==> config.mk <==
export PLATFORM = sky130hd
export DESIGN_NAME = v_counter_flat
export DESIGN_NICKNAME = d
export VERILOG_FILES = /design/src/rtl/vga_timing_pkg.sv /design/src/rtl/v_counter_if.sv /design/src/rtl/v_counter.sv /design/src/flat_wrapper.sv
export SDC_FILE = /design/constraint.sdc
export NUM_CORES = 1
export LEC_CHECK = 0
export ABC_AREA = 1
export CAP_MARGIN = 20
export CORE_ASPECT_RATIO = 1.1
export CORE_MARGIN = 2
export CORE_UTILIZATION = 40
export CTS_CLUSTER_DIAMETER = 80
export CTS_CLUSTER_SIZE = 10
export DETAILED_ROUTE_END_ITERATION = 12
export PLACE_DENSITY_LB_ADDON = 0.2
export SETUP_SLACK_MARGIN = 0.2
export SYNTH_ARGS = -nofsm -noshare
export SYNTH_HDL_FRONTEND = slang
export SYNTH_SLANG_ARGS = --single-unit
==> constraint.sdc <==
create_clock -name clk -period 1.95 [get_ports clk]
set_input_delay 0.195 -clock clk [delete_from_list [all_inputs] [get_ports clk]]
set_output_delay 0.195 -clock clk [all_outputs]
set_load 0.05 [all_outputs]
==> src/rtl/vga_timing_pkg.sv <==
`default_nettype none
// ============================================================================
//  Module      : vga_timing_pkg
//  Description : Shared VGA timing constants (640x480 @ 60 Hz, 25.175 MHz
//                pixel clock) and the vertical-phase state type used by the
//                vertical timing stage.
//  Revision    : 1.0 - initial release
// ============================================================================
package vga_timing_pkg;

    // Horizontal timing, in pixel clocks
    localparam int VGA_H_ACTIVE = 640;
    localparam int VGA_H_FP     = 16;
    localparam int VGA_H_SYNC   = 96;
    localparam int VGA_H_BP     = 48;
    localparam int VGA_H_TOTAL  = VGA_H_ACTIVE + VGA_H_FP + VGA_H_SYNC + VGA_H_BP;

    // Vertical timing, in lines
    localparam int VGA_V_ACTIVE = 480;
    localparam int VGA_V_FP     = 10;
    localparam int VGA_V_SYNC   = 2;
    localparam int VGA_V_BP     = 33;
    localparam int VGA_V_TOTAL  = VGA_V_ACTIVE + VGA_V_FP + VGA_V_SYNC + VGA_V_BP;

    // Vertical phase of the frame
    typedef enum logic [1:0] {
        V_PH_ACTIVE = 2'd0,
        V_PH_FRONT  = 2'd1,
        V_PH_SYNC   = 2'd2,
        V_PH_BACK   = 2'd3
    } v_phase_e;

    // Phase that follows the given one; BACK closes the frame and returns
    // to ACTIVE.
    function automatic v_phase_e v_phase_next(input v_phase_e ph);
        v_phase_e nxt;
        case (ph)
            V_PH_ACTIVE: nxt = V_PH_FRONT;
            V_PH_FRONT:  nxt = V_PH_SYNC;
            V_PH_SYNC:   nxt = V_PH_BACK;
            default:     nxt = V_PH_ACTIVE;
        endcase
        return nxt;
    endfunction

endpackage : vga_timing_pkg
`default_nettype wire

==> src/rtl/v_counter_if.sv <==
`default_nettype none
// ============================================================================
//  Module      : v_counter_if
//  Description : Signal bundle between the horizontal counter / consumers
//                and the vertical timing stage.
//                  trig_v      - end-of-line strobe (into v_counter)
//                  v_count     - current line index, 10 bit
//                  vsync       - vertical sync
//                  v_video_on  - vertical video enable
//                  frame_start - one-cycle start-of-frame pulse
//                  frame_cnt   - 16-bit frame counter, present only when
//                                V_COUNTER_FRAME_CNT_EN is defined
//                Modports: master (line source / consumers), slave (v_counter)
//  Revision    : 1.0 - initial release
// ============================================================================
interface v_counter_if;

    logic       trig_v;
    logic [9:0] v_count;
    logic       vsync;
    logic       v_video_on;
    logic       frame_start;
`ifdef V_COUNTER_FRAME_CNT_EN
    logic [15:0] frame_cnt;
`endif

`ifdef V_COUNTER_FRAME_CNT_EN
    modport master (
        output trig_v,
        input  v_count,
        input  vsync,
        input  v_video_on,
        input  frame_start,
        input  frame_cnt
    );

    modport slave (
        input  trig_v,
        output v_count,
        output vsync,
        output v_video_on,
        output frame_start,
        output frame_cnt
    );
`else
    modport master (
        output trig_v,
        input  v_count,
        input  vsync,
        input  v_video_on,
        input  frame_start
    );

    modport slave (
        input  trig_v,
        output v_count,
        output vsync,
        output v_video_on,
        output frame_start
    );
`endif

endinterface : v_counter_if
`default_nettype wire

==> src/rtl/v_counter.sv <==
`default_nettype none
// ============================================================================
//  Module      : v_counter
//  Description : Vertical timing stage of the VGA pipeline. Counts lines on
//                each end-of-line strobe, tracks the vertical phase
//                (ACTIVE/FRONT/SYNC/BACK) and drives registered vsync,
//                vertical video enable and a start-of-frame pulse.
//  Ports       : clk    - pixel clock
//                rst_n  - asynchronous active-low reset
//                bus    - v_counter_if.slave (trig_v in; v_count, vsync,
//                         v_video_on, frame_start [, frame_cnt] out)
//  Options     : V_COUNTER_FRAME_CNT_EN - adds a 16-bit wrapping frame
//                counter that steps together with frame_start.
//  Notes       : V_ACTIVE+V_FP+V_SYNC+V_BP must not exceed 1024 and no
//                phase may be 0 lines long.
//  Revision    : 1.0 - initial release
// ============================================================================
module v_counter
    import vga_timing_pkg::*;
#(
    parameter int V_ACTIVE  = VGA_V_ACTIVE,
    parameter int V_FP      = VGA_V_FP,
    parameter int V_SYNC    = VGA_V_SYNC,
    parameter int V_BP      = VGA_V_BP,
    parameter bit VSYNC_POL = 1'b0
) (
    input  wire logic   clk,
    input  wire logic   rst_n,
    v_counter_if.slave  bus
);

    localparam int V_TOTAL = V_ACTIVE + V_FP + V_SYNC + V_BP;

    // Last line index of the frame and last per-phase index of each phase.
    // The wrap is an explicit compare so non power-of-two frames work.
    localparam logic [9:0] C_V_LAST      = 10'(V_TOTAL - 1);
    localparam logic [9:0] C_ACTIVE_LAST = 10'(V_ACTIVE - 1);
    localparam logic [9:0] C_FP_LAST     = 10'(V_FP - 1);
    localparam logic [9:0] C_SYNC_LAST   = 10'(V_SYNC - 1);
    localparam logic [9:0] C_BP_LAST     = 10'(V_BP - 1);

    v_phase_e   r_state;
    v_phase_e   w_state_nxt;
    logic [9:0] r_phase_cnt;
    logic [9:0] w_phase_cnt_nxt;
    logic [9:0] w_phase_last;
    logic [9:0] r_v_count;
    logic [9:0] w_v_count_nxt;
    logic       w_wrap;

    logic       r_vsync;
    logic       r_video_on;
    logic       r_frame_start;

    // ------------------------------------------------------------------
    // State register
    // ------------------------------------------------------------------
    always_ff @(posedge clk or negedge rst_n) begin
        if (!rst_n) begin
            r_state <= V_PH_ACTIVE;
        end else begin
            r_state <= w_state_nxt;
        end
    end

    // ------------------------------------------------------------------
    // Next-state, next line and next phase count
    // ------------------------------------------------------------------
    always_comb begin
        w_phase_last = C_BP_LAST;
        case (r_state)
            V_PH_ACTIVE: w_phase_last = C_ACTIVE_LAST;
            V_PH_FRONT:  w_phase_last = C_FP_LAST;
            V_PH_SYNC:   w_phase_last = C_SYNC_LAST;
            default:     w_phase_last = C_BP_LAST;
        endcase
    end

    always_comb begin
        w_state_nxt     = r_state;
        w_phase_cnt_nxt = r_phase_cnt;
        w_v_count_nxt   = r_v_count;
        w_wrap          = 1'b0;

        if (bus.trig_v) begin
            if (r_v_count == C_V_LAST) begin
                w_v_count_nxt = 10'd0;
                w_wrap        = 1'b1;
            end else begin
                w_v_count_nxt = r_v_count + 10'd1;
            end

            // The strobe that ends the last line of a phase moves to the
            // next phase; the BACK->ACTIVE move lines up with the wrap.
            if (r_phase_cnt == w_phase_last) begin
                w_state_nxt     = v_phase_next(r_state);
                w_phase_cnt_nxt = 10'd0;
            end else begin
                w_phase_cnt_nxt = r_phase_cnt + 10'd1;
            end
        end
    end

    // ------------------------------------------------------------------
    // Line and phase counters
    // ------------------------------------------------------------------
    always_ff @(posedge clk or negedge rst_n) begin
        if (!rst_n) begin
            r_v_count   <= 10'd0;
            r_phase_cnt <= 10'd0;
        end else begin
            r_v_count   <= w_v_count_nxt;
            r_phase_cnt <= w_phase_cnt_nxt;
        end
    end

    // ------------------------------------------------------------------
    // Output registers. Decoded from the next state so they change in
    // the same cycle as v_count.
    // ------------------------------------------------------------------
    always_ff @(posedge clk or negedge rst_n) begin
        if (!rst_n) begin
            r_video_on    <= 1'b1;
            r_vsync       <= ~VSYNC_POL;
            r_frame_start <= 1'b0;
        end else begin
            // frame_start is a pulse: cleared on any cycle that is not a wrap
            r_frame_start <= w_wrap;
            if (bus.trig_v) begin
                r_video_on <= (w_state_nxt == V_PH_ACTIVE);
                r_vsync    <= (w_state_nxt == V_PH_SYNC) ? VSYNC_POL : ~VSYNC_POL;
            end
        end
    end

    assign bus.v_count     = r_v_count;
    assign bus.vsync       = r_vsync;
    assign bus.v_video_on  = r_video_on;
    assign bus.frame_start = r_frame_start;

`ifdef V_COUNTER_FRAME_CNT_EN
    logic [15:0] r_frame_cnt;

    // Steps on the same edge that raises frame_start; wraps 0xFFFF -> 0.
    always_ff @(posedge clk or negedge rst_n) begin
        if (!rst_n) begin
            r_frame_cnt <= 16'd0;
        end else if (w_wrap) begin
            r_frame_cnt <= r_frame_cnt + 16'd1;
        end
    end

    assign bus.frame_cnt = r_frame_cnt;
`endif

endmodule : v_counter
`default_nettype wire
==> src/flat_wrapper.sv <==
// flat-port wrapper written by rule: the top's interface ports become plain ports
module v_counter_flat import vga_timing_pkg::*;
#(
    parameter int V_ACTIVE  = VGA_V_ACTIVE,
    parameter int V_FP      = VGA_V_FP,
    parameter int V_SYNC    = VGA_V_SYNC,
    parameter int V_BP      = VGA_V_BP,
    parameter bit VSYNC_POL = 1'b0
)
  (clk, rst_n, bus_trig_v, bus_v_count, bus_vsync, bus_v_video_on, bus_frame_start);
  v_counter_if bus_i ();
  input  wire logic clk;
  input  wire logic rst_n;
  input wire logic [$bits(bus_i.trig_v)-1:0] bus_trig_v;
  output wire logic [$bits(bus_i.v_count)-1:0] bus_v_count;
  output wire logic [$bits(bus_i.vsync)-1:0] bus_vsync;
  output wire logic [$bits(bus_i.v_video_on)-1:0] bus_v_video_on;
  output wire logic [$bits(bus_i.frame_start)-1:0] bus_frame_start;
  assign bus_i.trig_v = bus_trig_v;
  assign bus_v_count = bus_i.v_count;
  assign bus_vsync = bus_i.vsync;
  assign bus_v_video_on = bus_i.v_video_on;
  assign bus_frame_start = bus_i.frame_start;
  v_counter #(.V_ACTIVE(V_ACTIVE), .V_FP(V_FP), .V_SYNC(V_SYNC), .V_BP(V_BP), .VSYNC_POL(VSYNC_POL)) u_core (.clk(clk), .rst_n(rst_n), .bus(bus_i));
endmodule
==> metrics.md, run 1 <==
| Metric | Value |
|---|---|
| Net switching power | 1030 uW |
| Number of pins with negative max-slew slack in the final report | 0 |
| Transition time of the tightest slew-check pin | 0.499 ns |
| CTS Sinks | 25 |
| Uppermost signal routing layer after detailed routing | met4 |
| Clock Latency Late Sink | 0.27 ns |
| Final-report setup violation count | 0 |
| Setup repair after global routing missed its margin | yes |
| Iteration-0 DRC Markers | 48 |
| Worst Setup Start Kind | flip-flop |
| Fraction of power spent switching nets | 46.9% |
| Port Buffers | 15 |
| GPL Wtd Cong | 0.900 |
| Post-Route Skew | 0.00293 ns |
| Register bit count reported by yosys | 25 |
| Worst max-slew margin expressed relative to the limit | 66.6% |
| Final number of hold-violating endpoints | 0 |
| Clock transition at the registers of the reported paths | 0.09 ns |
| Leak pwr | 0.00107 uW |
| DRC violation count after routing | 0 |
| Detailed-route wire length per cell | 11.5 um |
| Final Power | 2200 uW |
| Share of the cycle needed by the critical path after routing | 87.8% |
| Wire length on met1 | 1.55 mm |
| Largest net degree at the start of global routing | 26 |
| WP data required | 2.16 ns |
| List of cells traversed by the critical path | inv_2 > ha_4 > inv_4 > nand2_2 > nand2_2 > nor2_2 > nand2_1 > nor2_2 > nand3_1 > nand2_1 > nand2_2 > buf_4 > inv_1 |
| Flop pwr share | 38.8% |
| Worst hold path class | in -> async |
| # diodes | 0 |
| DRT Wirelength | 3.45 mm |
| Sum of met2 wire segment lengths after detailed routing | 1.76 mm |
| Antenna violations before repair | 0 |
| CTS Buf Count | 3 |
| Run status | completed |
| Cell with the biggest individual delay on the critical path | sky130_fd_sc_hd__dfrtp_2 |
| Main area contributors after synthesis | sky130_fd_sc_hd__dfrtp_1 35%, sky130_fd_sc_hd__nand2_1 14%, sky130_fd_sc_hd__inv_1 8.9%, sky130_fd_sc_hd__nand3_1 5.8%, sky130_fd_sc_hd__ha_1 5.3% |
| Reg2reg setup slack | 0.24 ns |
| Fraction of synthesized cell area taken by the top area cell type | 35.1% |
| Maximum achievable frequency | 584 MHz |
| Critical path capture point type | flip-flop |
| CTS H-Tree Depth | 1 |
| Core region area | 3960 sq um |
| Met3 WL | 105 um |
| Share of total power in combinational logic | 47.0% |
| Wire length of the first global-routing pass | 5.98 mm |
| Post-layout minimum cycle time | 1.71 ns |
| Starting density of the core | 41.4% |
| Cell with the most instances after synthesis | sky130_fd_sc_hd__nand2_1 |
| Dominant register cell in the synthesized netlist | sky130_fd_sc_hd__dfrtp_1 |
| Number of distinct library cell variants in the gate-level netlist after synthesis | 27 |
| Internal power summed over all cells | 1170 uW |
| Pre-CTS setup slack | 0.0335 ns |
| Area Overhead vs Synth | 24.1% |
| Final ANT Viol Nets | 0 |
| Placed wire-length estimate after detailed placement | 2.57 mm |
| Routed vias | 1,451 |
| Maximum fanout along the worst path | 8 |
| Die outline height | 71.1 um |
| Worst Setup SP | u_core.r_state[0] |
| Die area | 4630 sq um |
| Setup Total Neg Slack | 0 ns |
| Die W | 65.0 um |
| Number of synthesized flops with an enable pin | 0 |
| Max VDD drop | 0.827 mV |
| Cell taking the most area after synthesis | sky130_fd_sc_hd__dfrtp_1 |
| Buffer levels on the longest clock path | 2 |
| Count of pins on the block boundary | 16 |
| Final worst setup slack | 0.239 ns |
| Most instantiated cells after synthesis | 60 x sky130_fd_sc_hd__nand2_1, 39 x sky130_fd_sc_hd__inv_1, 23 x sky130_fd_sc_hd__dfrtp_1 |
| Placement Rows | 24 |
| Total of max-cap violations | 0 |
| Number of nets in the synthesized netlist | 231 |
| Cell area power density | 1080 nW/um^2 |
| Detailed-routing iteration count for the pre-antenna-repair pass | 4 |
| Synth warn | 0 |
| Data arrival time of the worst path | 1.92 ns |
| Quantity of hold-fixing buffers added after cts | 0 |
| Filler cell count in the final layout | 397 |
| Crit path kind | reg -> reg |
| Average size of a mapped cell | 7.42 sq um |
| All-layer global routing usage | 16.1% |
| Synth async-reset ratio | 100% |
| Clock Tree Root | sky130_fd_sc_hd__clkbuf_8 |
| # nets final | 260 |
| Clock tree from TritonCTS | done |
| Most common cell on crit path | sky130_fd_sc_hd__nand2_2 |
| Launch point of the worst reg-to-reg path | u_core.r_state[0] |
| Sequential area share after synthesis | 38.3% |
| Global-route congestion overflow total | 0 |
| Average vias per placed instance | 4.82 |
| Via count of the first global-routing pass | 1,385 |
| Clock power share | 14.2% |
| Share of layout cells above drive strength 1 | 21.3% |
| Cells after Synth | 221 |
| Cell area after synthesis | 1640 sq um |
| Max incr delay on CP | 0.43 ns |
==> cell type report <==
cell class / instances / area, sq um / area share, %
sequential: 25 / 631 / 31.0
clock buffer: 4 / 45.0 / 2.21
inverter: 41 / 160 / 7.87
multi-input combinational: 151 / 871 / 42.8
tap: 52 / 65.1 / 3.20
timing repair buffer: 28 / 263 / 12.9
==> metrics by stage <==
step / hold WS, ns / cells / cell area (sq um) / util, %
3_5_place_dp: 0.460 / 290 / 1860 / 46.8
3_3_place_gp: 0.463 / 290 / 1860 / 46.8
5_1_grt: 0.315 / 301 / 2030 / 51.3
4_1_cts: 0.294 / 294 / 1910 / 48.2
6_report: 0.277 / 301 / 2030 / 51.3
2_1_floorplan: -0.101 / 221 / 1640 / -
==> final timing paths <==
path,endpoint,cells past startpoint
worst max-delay path,u_core.r_state[0],13
worst min-delay path,u_core.bus.v_count[3],2
worst max register to register,u_core.r_state[0],13
worst min register to register,u_core.bus.vsync,2
max in group asynchronous,u_core.bus.vsync,2
min in group clk,u_core.bus.vsync,2
==> registers in the layout (all words and copies together), names as in the netlist <==
register / flops
u_core.bus.v_count: 10
u_core.r_state: 2
u_core.bus.v_video_on: 1
u_core.bus.frame_start: 1
u_core.r_phase_cnt: 10
u_core.bus.vsync: 1
==> critical path: cells and delay by family (launching register included) <==
family	cells	cell delay, ns
simple gates	8	0.72
fa+ha+maj	1	0.19
buf+inv	4	0.32
flops	1	0.43
==> placed cells by master (no fill, tap or decap), drive strengths merged, types with 3 or more instances in the layout <==
| cell type | count |
|---|---|
| inv | 40 |
| nand3 | 20 |
| nor2 | 20 |
| nor3 | 4 |
| o21ai | 8 |
| clkdlybuf4s50 | 11 |
| nand3b | 3 |
| buf | 13 |
| nand4 | 6 |
| dfrtp | 23 |
| a21oi | 5 |
| clkbuf | 4 |
| ha | 7 |
| nand2 | 67 |
| xor2 | 7 |
==> metal layers <==
metal / up-vias / track usage [%]
met1: 677 / 21.1
li1: 734 / -
met4: 0 / 5.56
met3: 4 / 2.70
met5: - / 0
met2: 36 / 26.9
==> logic make-up after synthesis <==
kind of cell               share of synthesized area, %
and+or+nand+nor                                    35.0
buffers and inverters                              12.1
DFF                                                38.3
AOI/OAI and AO/OA                                  4.35
xor gates and xnor gates                           4.81
adders and majority gates                          5.34
==> power by group through the flow <==
stage               registers [uW]  clock network [uW]  logic (uW)
CTS                            855                 320        1030
detailed placement             860                   0        1020
global route                   885                 336        1150
floorplan                     1090                   0         507
finish                         856                 313        1040
global placement               863                   0        1030
==> what timing repair did <==
item | in CTS | in global routing
resized for setup | 5 | 21
buffers inserted | 0 | 7
endpoints found under the setup margin | 16 | 16
pin swaps | 0 | 12
Power figures use the tool's default switching activity.
==> run 2: changes to the inputs <==
CTS_BUF_LIST = sky130_fd_sc_hd__clkbuf_4 sky130_fd_sc_hd__clkbuf_8   (was not set)
CTS_CLUSTER_DIAMETER = 50   (was 80)
==> run 2 against run 1 <==
  * Clock skew about the same
  * Core utilization increased by 0.095 points
  * Sequential power about the same
  * Cell count unchanged
  * Flip-flop and latch count unchanged
  * Fmax about the same
  * Design area increased by 0.18%
  * First-iteration DRC count unchanged
  * Die area unchanged
  * Wire length about the same
  * Largest cell class unchanged
  * Highest routed layer unchanged
==> metrics.md, run 2 (synthesis results as in run 1) <==
| Metric | Value |
|---|---|
| Antenna violations before repair | 0 |
| Detailed-route wire length per cell | 11.5 um |
| List of cells traversed by the critical path | inv_2 > ha_4 > inv_4 > nand2_2 > nand2_2 > nor2_2 > nand2_1 > nor2_2 > nand3_1 > nand2_1 > nand2_2 > buf_4 > inv_1 |
| Placed wire-length estimate after detailed placement | 2.57 mm |
| Max VDD drop | 0.827 mV |
| Share of the core filled with cells | 51.4% |
| CTS H-Tree Depth | 1 |
| # diodes | 0 |
| Transition time of the tightest slew-check pin | 0.499 ns |
| Tightest hold margin | 0.277 ns |
| Path depth of the worst reg2reg path | 13 |
| Detailed-routing iteration count for the pre-antenna-repair pass | 4 |
| Clock power share | 14.7% |
| Area Overhead vs Synth | 24.4% |
| Worst Setup Start Kind | flip-flop |
| Clock tree from TritonCTS | done |
| Commonest cells after routing, fill and taps aside | 53 x sky130_fd_sc_hd__nand2_1, 36 x sky130_fd_sc_hd__inv_1, 21 x sky130_fd_sc_hd__dfrtp_1 |
| Run status | completed |
| Post-Route Skew | 0.00289 ns |
| Worst hold path class | in -> async |
| Filler cell count in the final layout | 396 |
| Capturing point of the worst reg2reg path | u_core.r_state[0] |
| Via count of the first global-routing pass | 1,385 |
| Post-layout minimum cycle time | 1.71 ns |
| Count of pins on the block boundary | 16 |
| Setup Total Neg Slack | 0 ns |
| Worst max-slew margin expressed relative to the limit | 66.6% |
| Max incr delay on CP | 0.43 ns |
| Most common cell on crit path | sky130_fd_sc_hd__nand2_2 |
| Clock transition at the registers of the reported paths | 0.09 ns |
| Clock Latency Late Sink | 0.27 ns |
| Crit path kind | reg -> reg |
| Routed vias | 1,450 |
| Most common cell after layout, fill and taps aside | sky130_fd_sc_hd__nand2_1 |
| Cell area power density | 1090 nW/um^2 |
| Die W | 65.0 um |
| Reg2reg setup slack | 0.24 ns |
| Placement Rows | 24 |
| Final-report setup violation count | 0 |
| Die area | 4630 sq um |
| GPL Wtd Cong | 0.900 |
| Global-route congestion overflow total | 0 |
| Clock Tree Root | sky130_fd_sc_hd__clkbuf_8 |
| Share of the cycle needed by the critical path after routing | 87.8% |
| Iteration-0 DRC Markers | 48 |
| Internal power summed over all cells | 1180 uW |
| Total of max-cap violations | 0 |
| Wire length of the first global-routing pass | 5.98 mm |
| Dominant delay contributor by cell family on the critical path | simple AND/OR/NAND/NOR gates |
| Worst path buffer plus inverter count | 4 |
| All-layer global routing usage | 16.1% |
| Die outline height | 71.1 um |
| Setup repair after global routing missed its margin | yes |
| Final number of hold-violating endpoints | 0 |
| Final ANT Viol Nets | 0 |
| Net switching power | 1030 uW |
| Data arrival time of the worst path | 1.92 ns |
| # nets final | 260 |
| Flop pwr share | 38.6% |
| Maximum achievable frequency | 584 MHz |
| Fraction of power spent switching nets | 46.6% |
| Quantity of hold-fixing buffers added after cts | 0 |
| Leak pwr | 0.00107 uW |
| Maximum fanout along the worst path | 8 |
| Worst Setup SP | u_core.r_state[0] |
| Critical path capture point type | flip-flop |
| Launch point of the worst reg-to-reg path | u_core.r_state[0] |
| Cell with the biggest individual delay on the critical path | sky130_fd_sc_hd__dfrtp_2 |
| Core region area | 3960 sq um |
| Buffer levels on the longest clock path | 2 |
| Termination of the worst setup path | u_core.r_state[0] |
| Share of layout cells above drive strength 1 | 21.7% |
| Critical path depth | 13 |
| Largest net degree at the start of global routing | 26 |
| Starting density of the core | 41.4% |
| Share of total power in combinational logic | 46.7% |
| Average vias per placed instance | 4.82 |
| DRT Wirelength | 3.45 mm |
| Number of pins with negative max-slew slack in the final report | 0 |
| Pre-CTS setup slack | 0.0335 ns |
| Final worst setup slack | 0.239 ns |
| CTS Sinks | 25 |
| Port Buffers | 15 |
| WP data required | 2.16 ns |
| DRC violation count after routing | 0 |
| CTS Buf Count | 3 |
==> run 2: cell count changes in the layout (fill, tap and decap cells not counted) <==
cell,delta
sky130_fd_sc_hd__clkbuf_1,-1
sky130_fd_sc_hd__clkbuf_4,+1
==> run 2: power by group through the flow <==
stage	clock, uW	sequential [uW]	combinational (uW)
3_5_place_dp	0	860	1020
4_1_cts	334	855	1030
5_1_grt	351	885	1150
6_report	327	856	1040
2_1_floorplan	0	1090	507
3_3_place_gp	0	863	1030
==> run 2: how the worst min path moves through the flow <==
stage	startpoint	end	slack, ns	depth (start not counted)
after floorplan	rst_n	u_core.bus.frame_start	-0.10	0
after global placement	u_core.bus.v_video_on	u_core.bus.v_video_on	0.46	2
after detailed placement	u_core.bus.vsync	u_core.bus.vsync	0.46	2
after CTS	rst_n	u_core.bus.v_count[3]	0.29	2
after global routing	rst_n	u_core.bus.frame_start	0.31	2
final	rst_n	u_core.bus.v_count[3]	0.28	2
==> run 2: stage by stage <==
stage               instances  total power (uW)  area [sq um]
floorplan                 221              1590          1640
global placement          290              1890          1860
detailed placement        290              1890          1860
CTS                       294              2220          1910
global route              301              2380          2040
finish                    301              2220          2040
==> run 2: routing by layer <==
metal,up-vias,routed length (um),GRT usage (%)
met3,4,105,2.70
met1,676,1550,21.1
met2,36,1760,26.9
met4,0,30,5.56
li1,734,-,-
met5,-,0,0
==> run 2: final cells by class <==
type,count,area (sq um),area share (%)
Timing Repair Buffer,28,263,12.9
Multi-Input combinational cell,151,871,42.7
Clock buffer,4,48.8,2.39
Tap cell,52,65.1,3.19
Inverter,41,160,7.86
Sequential cell,25,631,30.9
==> run 2: what timing repair did <==
item / CTS / global route
pin swaps: 0 / 12
gates cloned: 0 / 0
setup endpoints to repair: 16 / 16
resized for setup: 5 / 21
buffers inserted: 0 / 7
==> run 2: worst register-to-register path, cell delays in order, from the launching register on <==
cell,delay [ns]
sky130_fd_sc_hd__dfrtp_2,0.43
sky130_fd_sc_hd__inv_2,0.09
sky130_fd_sc_hd__ha_4,0.19
sky130_fd_sc_hd__inv_4,0.06
sky130_fd_sc_hd__nand2_2,0.06
sky130_fd_sc_hd__nand2_2,0.06
sky130_fd_sc_hd__nor2_2,0.11
sky130_fd_sc_hd__nand2_1,0.08
sky130_fd_sc_hd__nor2_2,0.14
sky130_fd_sc_hd__nand3_1,0.11
sky130_fd_sc_hd__nand2_1,0.10
sky130_fd_sc_hd__nand2_2,0.06
sky130_fd_sc_hd__buf_4,0.13
sky130_fd_sc_hd__inv_1,0.04
==> run 3: changes to the inputs <==
CORE_ASPECT_RATIO = 0.7   (was 1.1)
==> run 3 against run 2 <==
  * Die area rose by 0.16%
  * Core utilization rose by 0.57 points
  * Non-clock buffer count fell by 1
  * Power rose by 0.57%
  * Clock power barely moved
  * Register-to-register slack improved by 0.03 ns
  * Design area barely moved
  * First-iteration DRC count rose by 100%
  * Global-route usage rose by 0.26 points
  * Critical path depth fell by 12
==> metrics.md, run 3 (synthesis results as in run 1) <==
| Metric | Value |
|---|---|
| Capturing point of the worst reg2reg path | u_core.r_state[0] |
| Die outline height | 57.6 um |
| Clock power share | 14.6% |
| Average vias per placed instance | 4.76 |
| Largest net degree at the start of global routing | 26 |
| Crit path kind | reg -> out |
| Core region area | 3920 sq um |
| Buffer levels on the longest clock path | 2 |
| Routed vias | 1,429 |
| CTS Sinks | 25 |
| Max VDD drop | 0.732 mV |
| Detailed-route wire length per cell | 12.0 um |
| Worst path buffer plus inverter count | 1 |
| Global-route congestion overflow total | 0 |
| Setup repair after global routing missed its margin | yes |
| Sequential standard cell area | 631 sq um |
| Final-report setup violation count | 0 |
| Antenna violations before repair | 0 |
| Final number of hold-violating endpoints | 0 |
| Placement Rows | 19 |
| Max incr delay on CP | 0.82 ns |
| WP data required | 1.75 ns |
| Filler cell count in the final layout | 402 |
| Worst Setup Start Kind | flip-flop |
| Met3 WL | 214 um |
| Clock transition at the registers of the reported paths | 0.09 ns |
| Run status | completed |
| Area Overhead vs Synth | 24.4% |
| GPL Wtd Cong | 0.893 |
| Sum of met2 wire segment lengths after detailed routing | 1.34 mm |
| Cell Count, Final, Fillers Out | 300 |
| Placed wire-length estimate after detailed placement | 2.62 mm |
| Critical path capture point type | output pin |
| Post-Route Skew | 0.00170 ns |
| Count of pins on the block boundary | 16 |
| Net switching power | 1040 uW |
| # nets final | 259 |
| Multi-input combinational cell area | 861 sq um |
| Share of layout cells above drive strength 1 | 20.6% |
| Die area | 4630 sq um |
| Fraction of power spent switching nets | 46.8% |
| Post-layout minimum cycle time | 1.69 ns |
| List of cells traversed by the critical path | clkdlybuf4s50_1 |
| Number of pins with negative max-slew slack in the final report | 0 |
| Final Power | 2230 uW |
| Reg2reg setup slack | 0.27 ns |
| Clock Tree Root | sky130_fd_sc_hd__clkbuf_8 |
| Clock Latency Late Sink | 0.27 ns |
| Path depth of the worst reg2reg path | 13 |
| Post-detailed-placement cell area | 1860 sq um |
| Final ANT Viol Nets | 0 |
| Die W | 80.5 um |
| Maximum achievable frequency | 593 MHz |
| Share of total power in combinational logic | 47.2% |
| Dominant delay contributor by cell family on the critical path | buffers and inverters |
| CTS Buf Count | 3 |
| Share of the cycle needed by the critical path after routing | 86.5% |
| Wire length on met1 | 2.01 mm |
| DRT Wirelength | 3.60 mm |
| Cell area power density | 1090 nW/um^2 |
| Port Buffers | 15 |
| Iteration-0 DRC Markers | 98 |
| Launch point of the worst reg-to-reg path | u_core.r_state[1] |
| Data arrival time of the worst path | 1.49 ns |
| Worst hold path class | in -> async |
| CTS H-Tree Depth | 1 |
| Total of max-cap violations | 0 |
| Leak pwr | 0.00106 uW |
| Transition time of the tightest slew-check pin | 0.504 ns |
| Maximum fanout along the worst path | 4 |
| Via count of the first global-routing pass | 1,138 |
| Worst max-slew margin expressed relative to the limit | 66.3% |
| Detailed-routing iteration count for the pre-antenna-repair pass | 4 |
| Wire length of the first global-routing pass | 5.73 mm |
| Final instance area | 2040 sq um |
| # diodes | 0 |
| Post-placement cell count | 289 |
| Flop pwr share | 38.2% |
| Internal power summed over all cells | 1190 uW |
| Cell with the biggest individual delay on the critical path | sky130_fd_sc_hd__clkdlybuf4s50_1 |
| Starting density of the core | 41.8% |
| Commonest cells after routing, fill and taps aside | 55 x sky130_fd_sc_hd__nand2_1, 36 x sky130_fd_sc_hd__inv_1, 21 x sky130_fd_sc_hd__dfrtp_1 |
| Uppermost signal routing layer after detailed routing | met4 |
| All-layer global routing usage | 16.3% |
| DRC violation count after routing | 0 |
| Most common cell after layout, fill and taps aside | sky130_fd_sc_hd__nand2_1 |
| Setup Total Neg Slack | 0 ns |
| Clock tree from TritonCTS | done |
==> run 3: worst max-delay path by stage <==
| stage | end | cells after the start | from | slack [ns] |
|---|---|---|---|---|
| floorplan | u_core.bus.v_count[4] | 7 | u_core.bus.v_count[0] | 0.32 |
| global placement | u_core.bus.vsync | 13 | u_core.r_state[1] | 0.10 |
| detailed placement | u_core.bus.vsync | 14 | u_core.r_state[1] | 0.08 |
| CTS | u_core.bus.vsync | 13 | u_core.r_state[1] | 0.17 |
| global route | u_core.bus.vsync | 14 | u_core.r_state[1] | 0.12 |
| finish | bus_v_count[0] | 1 | u_core.bus.v_count[0] | 0.26 |
==> run 3: final cells by class <==
type                       instances  share of cell area, %
inverter                          41                   7.98
timing repair buffer              27                   13.3
clock buffer                       4                   2.39
multi-input combinational        151                   42.2
tap                               52                   3.19
sequential                        25                   30.9
==> run 3: through the flow <==
| step | utilization (%) | worst slack (ns) | hold WS, ns |
|---|---|---|---|
| floorplan | - | 0.318 | -0.101 |
| finish | 52.0 | 0.263 | 0.276 |
| global placement | 47.4 | 0.100 | 0.481 |
| CTS | 48.9 | 0.166 | 0.291 |
| global route | 52.0 | 0.121 | 0.302 |
| detailed placement | 47.4 | 0.0825 | 0.460 |
==> run 3: repair_timing <==
action                                  4_1_cts  5_1_grt
pin swaps                                     0        9
resized for setup                             4       22
endpoints found under the setup margin       15       16
hold buffers                                  0        0
setup buffers                                 0        7
==> run 3: power groups by stage <==
stage / logic, uW / clock network (uW) / registers, uW
floorplan: 507 / 0 / 1090
global placement: 1030 / 0 / 858
detailed placement: 1030 / 0 / 862
CTS: 1030 / 345 / 848
global route: 1160 / 365 / 880
finish: 1050 / 326 / 853
==> run 3: layer usage <==
metal | track usage, % | up-vias
met5 | 0 | -
met4 | 3.63 | 0
met3 | 3.96 | 6
met2 | 19.2 | 36
met1 | 28.5 | 644
li1 | - | 743
==> RTL edit, RTL diff (settings of run 1) <==
`VSYNC_POL` is set to 1'b0 in 2 places; all go to 1'b1.
--- a/src/rtl/v_counter.sv
+++ b/src/rtl/v_counter.sv
@@ -23,5 +23,5 @@
     parameter int V_SYNC    = VGA_V_SYNC,
     parameter int V_BP      = VGA_V_BP,
-    parameter bit VSYNC_POL = 1'b0
+    parameter bit VSYNC_POL = 1'b1
 ) (
     input  wire logic   clk,
--- a/src/flat_wrapper.sv
+++ b/src/flat_wrapper.sv
@@ -6,5 +6,5 @@
     parameter int V_SYNC    = VGA_V_SYNC,
     parameter int V_BP      = VGA_V_BP,
-    parameter bit VSYNC_POL = 1'b0
+    parameter bit VSYNC_POL = 1'b1
 )
   (clk, rst_n, bus_trig_v, bus_v_count, bus_vsync, bus_v_video_on, bus_frame_start);
Check against the original RTL: not equivalent (a bounded check fails within 4 cycles, from zero or initial values and one cycle with rst_n low).
==> RTL edit against run 1 <==
- largest cell class unchanged
- sequential share of layout area grew 0.86 points
- global-route usage grew 0.66 points
- worst setup slack gained 2.9 ps
- non-clock buffer count shrank 3
- critical path type is now flip-flop to primary output
- highest routed layer unchanged
- via count shrank 3.4%
- area after synthesis shrank 1.4%
- routed wire length shrank 2.1%
- sequential cell count is the same
- cell area shrank 3.1%
- critical path depth shrank 12
- total power shrank 6.2%
==> RTL edit: results <==
set metrics [dict create \
    outcome "complete, no violations" \
    worstHoldPathType "input pin to async pin" \
    dp_hpwl_mm 2.62 \
    vias 1401 \
    grt_antenna_before_repair 0 \
    power_leakage_nw 1.04 \
    ys.flop_type "dfrtp_1" \
    drt_iter0_drc 69 \
    synth_compound_area_frac 0.0418 \
    power.internal_mw 1.12 \
    grt_pass1_wl_mm 6.18 \
    slew_violations 0 \
    avgViaCountPerCell 4.73 \
    diodes 0 \
    yosysSeqAreaShare 0.388 \
    syn-num-nets 228 \
    critPathMaxStageDelay_ps 830 \
    reg2reg_depth 12 \
    fin_skew_ps 3.13 \
    fill_cells 418 \
    peakVddDrop_uv 616 \
    track_usage 0.167 \
    cts_buffers 3 \
    cpLargestDelayFamily "buffers and inverters" \
    drt-wirelength-per-cell_um 11.4 \
    cts_setup_buffers 0 \
    synth_cells 218 \
    cts_resized 6 \
    synth_xor_xnor_area_share 0.0596 \
    path_max_fanout 4 \
    drive_gt1_frac 0.160 \
    ys_types 26 \
    crit_arrival_ps 1510 \
    synthAdderAreaFrac 0.0542 \
    placed_area_um2 1860 \
    portBuffers 15 \
    antenna_left 0 \
    clk_pin_slew_ps 80 \
    cts_root_buf "clkbuf_8" \
    place_congestion 0.881 \
    dpl.cell_count 289 \
    synth.area.top_cells "dfrtp_1 37%, nand2_1 14%, inv_1 8.6%" \
    tightest_slew_ps 503 \
    nNetsFinal 255 \
    grt_max_degree 26 \
    cp_slowest_cell "clkdlybuf4s50_1" \
    synthTopCellsByCount "59 x nand2_1, 37 x inv_1, 24 x dfrtp_1" \
]
## RTL edit: final timing paths
path / start / endpoint / slack (ps)
hold reg to reg: u_core.bus.v_video_on / u_core.bus.v_video_on / 470
setup reg to reg: flip-flop / u_core.bus.vsync / 330
hold / removal: rst_n / u_core.r_phase_cnt[4] / 280
max in group asynchronous: rst_n / u_core.bus.v_video_on / 1370
min in group clk: u_core.bus.v_video_on / u_core.bus.v_video_on / 470
setup / recovery: u_core.bus.v_count[9] / bus_v_count[9] / 240
## RTL edit: routing by layer
layer  global-route usage  wire length, um  vias up
met5                    0                0        -
met3               0.0223               95        5
met4               0.0544               39        0
met1                0.227             1580      646
met2                0.278             1670       22
li1                     -                -      728
## RTL edit: logic make-up (layout without fill, tap and decap cells)
group,after synthesis,in the layout
DFF,25,25
AOI/OAI and AO/OA,13,13
xor gates and xnor gates,11,11
buffers and inverters,43,69
adders and majority gates,7,7
and+or+nand+nor,119,119
## RTL edit: per-stage QoR
stage / util / setup WS (ps) / power [mW]
global placement: 0.472 / 126 / 1.78
global route: 0.501 / 187 / 2.24
finish: 0.501 / 242 / 2.07
floorplan: - / 209 / 1.49
detailed placement: 0.472 / 93.4 / 1.77
CTS: 0.488 / 186 / 2.08
## RTL edit: layout make-up
cell class,instances,area share
timing repair buffer,25,0.120
inverter,40,0.0774
tap,52,0.0330
sequential,25,0.319
clock buffer,4,0.0228
multi-input combinational,150,0.428
## RTL edit: power by group through the flow
stage               combinational (mW)  sequential [mW]  clock [mW]
floorplan                        0.435             1.05           0
global placement                 0.945            0.839           0
detailed placement               0.942            0.833           0
CTS                              0.940            0.826       0.317
global route                      1.04            0.855       0.343
finish                           0.936            0.825       0.306
